--- src/rtl/mw_sweep_sequencer.sv ---
// Controller-side MW frequency sweep sequencer driving the POP MW_invalid / laser_tuning / ADC_sample handshake.
// Optional watchdog in ACQUIRE enabled by defining SWEEP_TIMEOUT_EN (default build: timeout tied to 0).
module mw_sweep_sequencer #(
    parameter int SAMPLES_PER_STEP = 16,
    parameter int SETTLE_CYCLES    = 250,
    parameter int NUM_STEPS        = 64,
    parameter int STEP_W           = 8,
    parameter int CNT_W            = 16,
    parameter int TIMEOUT_CYCLES   = 50000
) (
    input  logic              clk_2M5,
    input  logic              reset_n,
    input  logic              start,
    input  logic              abort,
    input  logic              tune_req,
    input  logic              adc_sample,
    output logic              mw_invalid,
    output logic              laser_tuning,
    output logic              step_strobe,
    output logic [STEP_W-1:0] step_index,
    output logic              sample_valid,
    output logic              busy,
    output logic              done,
    output logic              timeout
);

    typedef enum logic [1:0] {IDLE, TUNE, RETUNE, ACQUIRE} state_t;

    localparam logic [CNT_W-1:0]  SETTLE_LOAD = CNT_W'(SETTLE_CYCLES - 1);
    localparam logic [CNT_W-1:0]  SAMPLE_LAST = CNT_W'(SAMPLES_PER_STEP - 1);
    localparam logic [STEP_W-1:0] STEP_LAST   = STEP_W'(NUM_STEPS - 1);

    state_t              state_q, state_d;
    logic                adc_q;
    logic [CNT_W-1:0]    settle_cnt_q, settle_cnt_d;
    logic [CNT_W-1:0]    sample_cnt_q, sample_cnt_d;
    logic [STEP_W-1:0]   step_q, step_d;
    logic                mw_q, mw_d;
    logic                lt_q, lt_d;
    logic                strobe_q, strobe_d;
    logic                valid_q, valid_d;
    logic                busy_q, busy_d;
    logic                done_q, done_d;
    logic                adc_edge;

`ifdef SWEEP_TIMEOUT_EN
    localparam logic [CNT_W-1:0] TIMEOUT_LAST = CNT_W'(TIMEOUT_CYCLES - 1);
    logic [CNT_W-1:0]    wdog_cnt_q, wdog_cnt_d;
    logic                timeout_q, timeout_d;
`endif

    assign adc_edge = adc_sample & ~adc_q;

    always_comb begin
        state_d      = state_q;
        settle_cnt_d = settle_cnt_q;
        sample_cnt_d = sample_cnt_q;
        step_d       = step_q;
        mw_d         = mw_q;
        lt_d         = lt_q;
        strobe_d     = 1'b0;
        valid_d      = 1'b0;
        busy_d       = busy_q;
        done_d       = done_q;
`ifdef SWEEP_TIMEOUT_EN
        wdog_cnt_d   = wdog_cnt_q;
        timeout_d    = timeout_q;
`endif

        case (state_q)
            IDLE: begin
                if (tune_req) begin
                    state_d = TUNE;
                    lt_d    = 1'b1;
                end else if (start) begin
                    state_d      = RETUNE;
                    step_d       = '0;
                    done_d       = 1'b0;
                    strobe_d     = 1'b1;
                    mw_d         = 1'b1;
                    busy_d       = 1'b1;
                    settle_cnt_d = SETTLE_LOAD;
                    sample_cnt_d = '0;
`ifdef SWEEP_TIMEOUT_EN
                    timeout_d    = 1'b0;
`endif
                end
            end
            TUNE: begin
                if (!tune_req) begin
                    state_d = IDLE;
                    lt_d    = 1'b0;
                end
            end
            RETUNE: begin
                if (settle_cnt_q == '0) begin
                    state_d    = ACQUIRE;
                    mw_d       = 1'b0;
`ifdef SWEEP_TIMEOUT_EN
                    wdog_cnt_d = '0;
`endif
                end else begin
                    settle_cnt_d = settle_cnt_q - CNT_W'(1);
                end
            end
            ACQUIRE: begin
                if (adc_edge) begin
                    valid_d = 1'b1;
`ifdef SWEEP_TIMEOUT_EN
                    wdog_cnt_d = '0;
`endif
                    if (sample_cnt_q == SAMPLE_LAST) begin
                        sample_cnt_d = '0;
                        if (step_q == STEP_LAST) begin
                            state_d = IDLE;
                            done_d  = 1'b1;
                            busy_d  = 1'b0;
                        end else begin
                            state_d      = RETUNE;
                            step_d       = step_q + STEP_W'(1);
                            strobe_d     = 1'b1;
                            mw_d         = 1'b1;
                            settle_cnt_d = SETTLE_LOAD;
                        end
                    end else begin
                        sample_cnt_d = sample_cnt_q + CNT_W'(1);
                    end
                end
`ifdef SWEEP_TIMEOUT_EN
                else if (wdog_cnt_q == TIMEOUT_LAST) begin
                    // ADC triggers stopped arriving: give up on the sweep
                    state_d      = IDLE;
                    timeout_d    = 1'b1;
                    step_d       = '0;
                    done_d       = 1'b0;
                    busy_d       = 1'b0;
                    sample_cnt_d = '0;
                    wdog_cnt_d   = '0;
                end else begin
                    wdog_cnt_d = wdog_cnt_q + CNT_W'(1);
                end
`endif
            end
            default: state_d = IDLE;
        endcase

        // abort overrides everything, including a same-cycle start or final edge
        if (abort) begin
            state_d      = IDLE;
            step_d       = '0;
            done_d       = 1'b0;
            mw_d         = 1'b0;
            lt_d         = 1'b0;
            busy_d       = 1'b0;
            strobe_d     = 1'b0;
            valid_d      = 1'b0;
            settle_cnt_d = '0;
            sample_cnt_d = '0;
`ifdef SWEEP_TIMEOUT_EN
            wdog_cnt_d   = '0;
            timeout_d    = 1'b0;
`endif
        end
    end

    always_ff @(posedge clk_2M5 or negedge reset_n) begin
        if (!reset_n) begin
            state_q      <= IDLE;
            adc_q        <= 1'b0;
            settle_cnt_q <= '0;
            sample_cnt_q <= '0;
            step_q       <= '0;
            mw_q         <= 1'b0;
            lt_q         <= 1'b0;
            strobe_q     <= 1'b0;
            valid_q      <= 1'b0;
            busy_q       <= 1'b0;
            done_q       <= 1'b0;
`ifdef SWEEP_TIMEOUT_EN
            wdog_cnt_q   <= '0;
            timeout_q    <= 1'b0;
`endif
        end else begin
            state_q      <= state_d;
            adc_q        <= adc_sample;
            settle_cnt_q <= settle_cnt_d;
            sample_cnt_q <= sample_cnt_d;
            step_q       <= step_d;
            mw_q         <= mw_d;
            lt_q         <= lt_d;
            strobe_q     <= strobe_d;
            valid_q      <= valid_d;
            busy_q       <= busy_d;
            done_q       <= done_d;
`ifdef SWEEP_TIMEOUT_EN
            wdog_cnt_q   <= wdog_cnt_d;
            timeout_q    <= timeout_d;
`endif
        end
    end

    assign mw_invalid   = mw_q;
    assign laser_tuning = lt_q;
    assign step_strobe  = strobe_q;
    assign step_index   = step_q;
    assign sample_valid = valid_q;
    assign busy         = busy_q;
    assign done         = done_q;
`ifdef SWEEP_TIMEOUT_EN
    assign timeout      = timeout_q;
`else
    assign timeout      = 1'b0;
`endif

endmodule

--- config.mk ---
export PLATFORM = sky130hd
export DESIGN_NAME = mw_sweep_sequencer
export DESIGN_NICKNAME = d
export VERILOG_FILES = /design/src/rtl/mw_sweep_sequencer.sv
export SDC_FILE = /design/constraint.sdc
export NUM_CORES = 1
export LEC_CHECK = 0
export ABC_AREA = 1
export BUFFER_PORTS_ARGS = -buffer_cell sky130_fd_sc_hd__buf_4
export CAP_MARGIN = 10
export CORE_ASPECT_RATIO = 1.2
export CORE_MARGIN = 4
export CORE_UTILIZATION = 40
export CTS_CLUSTER_DIAMETER = 120
export DETAILED_ROUTE_END_ITERATION = 10
export RECOVER_POWER = 50
export SLEW_MARGIN = 20
export SYNTH_ARGS = -nofsm -noshare
export SYNTH_HDL_FRONTEND = slang
export SYNTH_SLANG_ARGS = --single-unit
--- constraint.sdc ---
create_clock -name clk_2M5 -period 2.1 [get_ports clk_2M5]
set_input_delay 0.21 -clock clk_2M5 [delete_from_list [all_inputs] [get_ports clk_2M5]]
set_output_delay 0.21 -clock clk_2M5 [all_outputs]
set_load 0.01 [all_outputs]
== Word level (Yosys, flattened, before mapping) ==
Cells that the tools add are included.
Widths: inputs -> output; s select.

* Register bits after elaboration: 49
* Latch bits: 0
* Memory bits (writable): 0
* ROM bits: 0
* Input port bits: 6
* Memories kept: 0

* $add $sub $neg: 3
* Multipliers: 0
* Div/mod/pow operators: 0
* $lt $le $gt $ge: 0
* Equal/unequal tests: 16
* Shift operators: 0
* Multiplexer cells: 64
* Bitwise logic cells: 2
* Reductions and logical operators: 12

{| class="wikitable"
|+ Operator list
! kind !! count
|-
| $mux 16 || 12
|-
| $mux 8 || 6
|-
| $pmux 16 s3 || 1
|-
| $pmux 16 s2 || 1
|-
| $ne 3x3->1 const B || 10
|-
| $mux 1 || 29
|-
| $add 16x1->16 const B || 1
|-
| $eq 16x4->1 const B || 1
|-
| $logic_not 16->1 || 1
|-
| $mux 2 || 8
|-
| $pmux 8 s2 || 1
|-
| $sub 16x1->16 const B || 1
|-
| $reduce_and 7->1 || 2
|-
| $reduce_and 6->1 || 2
|-
| $add 8x1->8 const B || 1
|-
| $eq 8x6->1 const B || 1
|-
| $pmux 1 s2 || 4
|-
| $pmux 2 s4 || 1
|-
| $reduce_bool 3->1 || 2
|-
| $reduce_and 5->1 || 1
|-
| $eq 2x2->1 const B || 2
|-
| $ne 4x4->1 const B || 1
|-
| $reduce_and 4->1 || 1
|-
| $reduce_bool 4->1 || 1
|-
| other kinds (6) || 6
|}

== Longest topological paths before layout ==
* Depth after elaboration: 6
* Gate-level depth with buffers: 12
* Depth with buffers taken out: 11

== Worst setup path after synthesis ==
No wires, ideal clock.

* Kind: flip-flop to flip-flop
* Start point: register state_q[0]
* End point: register step_q[2], in the netlist step_index[2]
* Library setup time: 118 ps
* Arrival time: 1558 ps
* Required time: 1982 ps
* Path slack: 424 ps
* Stages on the path, launching flop included: 11
* Path buffers: 1
* Clock period less this slack: 1676 ps
* Path through: dfrtp_1 ha_1 inv_2 nor2_8 nand2_1 nand2_2 nor2_8 nand3_4 buf_6 nand2_1 o21ai_2

* Longest elaborated chain between the ends: 3
* Elaborated cells on any way between the ends: 11

{| class="wikitable"
|+ RTL lines
! item !! RTL line !! text
|-
| from (decl) || 33 || <nowiki>state_t state_q, state_d;</nowiki>
|-
| from (signal assigned) || 184 || <nowiki>state_q <= state_d;</nowiki>
|-
| $eq 2x2->1 / $logic_not 2->1 (equally long branches) || 70 || <nowiki>case (state_q)</nowiki>
|-
| $ne 3x3->1 (no source line), or another cell as far along || -- ||
|-
| $reduce_and 6->1 (no source line) / $mux 8 (equally long branches) || -- ||
|-
| to (signal assigned) || 188 || <nowiki>step_q <= step_d;</nowiki>
|-
| to (decl) || 37 || <nowiki>logic [STEP_W-1:0] step_q, step_d;</nowiki>
|}

Parallel ways exist; a longest one is shown, timed or not.
A chain may end at the register's enable or synchronous reset.

== Worst setup path in the final report ==
* Start point: register state_q[1]
* End point: register settle_cnt_q[8]

* Longest elaborated chain between the ends: 3
* Elaborated cells on any way between the ends: 13

{| class="wikitable"
|+ RTL lines
! item !! RTL line !! text
|-
| $eq 2x2->1 / $logic_not 2->1 (equally long branches) || 70 ||
|-
| $ne 3x3->1 (no source line), or another cell as far along || -- ||
|-
| $reduce_and 7->1 (no source line) / $mux 16 (equally long branches) || -- ||
|-
| to (signal assigned) || 186 || <nowiki>settle_cnt_q <= settle_cnt_d;</nowiki>
|-
| to (decl) || 35 || <nowiki>logic [CNT_W-1:0] settle_cnt_q, settle_cnt_d;</nowiki>
|}

Parallel ways exist; a longest one is shown, timed or not.

==> impl_metrics.json <==
{
  "finalCritPeriodShare_pct": 89.89,
  "grt_pass1_vias": 2721,
  "port_buffers": 19,
  "max_slew_margin_pct": 16.54,
  "outcome": "complete, no violations",
  "diodes": 0,
  "grtUsageTotal_pct": 15.40,
  "hold_path_class": "in -> reg",
  "die-height_um": 106.3,
  "layout_commonest_cell": "nand2_1",
  "ant_nets": 0,
  "fmaxAchievable_mhz": 529.7,
  "cts_tree": "done",
  "dp_hpwl_um": 5136,
  "fin_crit_ps": 1888,
  "r2r_cells": 10,
  "whs_ps": 150.3,
  "cp.buffers_inverters": 2,
  "crit_top_cell": "nand2_1",
  "nNetsFinal": 481,
  "path_cells": "inv_1, ha_1, nand3_1, nand2_1, nor2_1, nand2_1, inv_2, nand3_4, nand2_1, o21ai_2",
  "max_stage_delay_ps": 430,
  "drc": 0,
  "cts_root_buffer": "clkbuf_8",
  "via_per_inst": 4.977,
  "initial_core_util_pct": 41.53,
  "syn_area_per_cell_um2": 7.234,
  "min_path_cells": 3,
  "synth_cell_types": 33,
  "crit_cells": 10,
  "rows": 35,
  "crit_family": "simple AND/OR/NAND/NOR gates",
  "cp.arrival_ps": 2080,
  "fp.dieArea_mm2": 0.009554,
  "wire_per_inst_um": 12.26,
  "start_kind": "register",
  "setup_violations": 0,
  "finalPower_mw": 3.495,
  "grt_pass1_wl_um": 12340,
  "dp_slack_ps": 151.6,
  "core_mm2": 0.007751,
  "ys_seq_elements": 49,
  "rsz0062_at_grt": "no",
  "crit_path_max_fanout": 27,
  "setup_tns_ps": 0,
  "syn_inst": 445,
  "drt_iter0_markers": 69,
  "final_layout_size_suffix_gt1_share_pct": 13.46,
  "syn2layout_area_growth_pct": 9.561,
  "synth_area_mm2": 0.003219,
  "layout_setup_ws_ps": 212.3,
  "ys_seq_area_share_pct": 38.09,
  "wl_um": 6868,
  "crit_required_ps": 2290,
  "crit_type": "reg -> reg",
  "vdd_drop_max_v": 0.0006456,
  "powerDensity_mw_per_mm2": 990.8,
  "numCtsBuffers": 5,
  "clk_latency_ps": 300,
  "synth_nets": 459,
  "place.gp.congestion": 0.8534,
  "worstMarginPinSlew_ps": 1252,
  "skew_ps": 11.77,
  "drv_cap": 0,
  "clock-sinks": 49,
  "synth_warnings": 0,
  "htreeDepth": 2,
  "grt_max_degree": 50,
  "grt-ovfl-total": 0,
  "hold_viol_final": 0,
  "die_x_um": 89.90,
  "crit_path_top_delay_cell": "dfrtp_1",
  "num_vias": 2787,
  "final_cell_mix": "nand2_1 (143), nor2_1 (64), dfrtp_1 (49)",
  "io_pins": 21,
  "antenna_found_initial": 0,
  "clk_pin_slew_worst_paths_ps": 90,
  "slew_viol_final": 0,
  "crit_path_end_kind": "register",
  "fillers": 805,
  "first_pass_iters": 4,
  "leakage_nw": 1.766,
  "clock_path_buffers": 2
}
[where the power goes]
| part | switching [mW] | internal [mW] | total [mW] |
|---|---|---|---|
| registers | 0.137 | 1.07 | 1.21 |
| clock network | 0.321 | 0.389 | 0.710 |
| logic | 1.08 | 0.492 | 1.58 |
[metal layers]
layer,global-route usage [%],part of all wire (%),vias to the layer above
met3,2.689,2.5,10
met2,27.47,50,39
met5,0,0,-
met4,5.033,1.8,0
li1,-,-,1456
met1,18.86,46,1282
[path summary, 6_finish.rpt]
| path | start | to | slack (ps) |
|---|---|---|---|
| max | state_q[1] | settle_cnt_q[8] | 210 |
| min | start | step_strobe | 150 |
| max reg2reg | state_q[1] | settle_cnt_q[8] | 210 |
| min reg2reg | done | done | 520 |
| max in group asynchronous | reset_n | settle_cnt_q[14] | 640 |
| min in group asynchronous | reset_n | step_index[1] | 700 |
[stage by stage]
stage | utilization (%) | cells | area, um2
global placement | 44.04 | 550 | 3413
finish | 45.50 | 560 | 3527
detailed placement | 44.04 | 550 | 3413
floorplan | - | 445 | 3219
global route | 45.50 | 560 | 3527
CTS | 45.67 | 559 | 3540
[synth_stat cells (all sizes together)]
library cell  count  area share (%)
a21o              2            0.47
conb              1            0.12
nand4             8             1.9
nor3b             1            0.39
nor3              2            0.31
a21oi            11             1.7
clkbuf            2            0.23
xor2              5             1.4
o21ai            40             7.7
a31oi             1            0.19
nand3            40             7.9
buf               8             2.7
inv              44             5.2
ha                8             3.1
or2               3            0.58
o21bai            2            0.47
a21boi            1            0.23
dfrtp            49              38
nor2             71             9.8
nand2           146              17
[layout make-up]
class / instances / area [um2] / share of cell area [%]
inverter: 44 / 167.7 / 4.753
multi-input combinational: 342 / 1734 / 49.17
sequential: 49 / 1226 / 34.76
clock inverter: 1 / 30.03 / 0.8514
tap: 92 / 115.1 / 3.264
clock buffer: 7 / 86.33 / 2.448
timing repair buffer: 25 / 167.7 / 4.753
[cells by family (layout without fill, tap and decap cells)]
group / Yosys count / count (layout) / synth area share, %
and+or+nand+nor: 271 / 271 / 38.40
other: 1 / 1 / 0.1165
DFF: 49 / 49 / 38.09
AOI/OAI and AO/OA: 57 / 57 / 10.80
buffers and inverters: 54 / 77 / 8.123
xor gates and xnor gates: 5 / 5 / 1.360
adders and majority gates: 8 / 8 / 3.109
[registers in the layout, summed over array words and instances, names as in the netlist]
register / count
sample_cnt_q: 16
busy: 1
laser_tuning: 1
state_q: 2
adc_q: 1
mw_invalid: 1
done: 1
step_index: 8
settle_cnt_q: 16
sample_valid: 1
step_strobe: 1
[what timing repair did]
item	CTS	global route
hold buffers	1	1
hold endpoints to repair	49	1
endpoints found under the setup margin	0	22
gates resized for setup	0	1
buffers inserted	0	0
[tightest hold or removal path: cells and delay by family]
| family | cells | cell delay, ps |
|---|---|---|
| buffers and inverters | 1 | 80 |
| and+or+nand+nor | 1 | 70 |
| AOI/OAI and AO/OA | 1 | 50 |
Power figures use the tool's default switching activity.
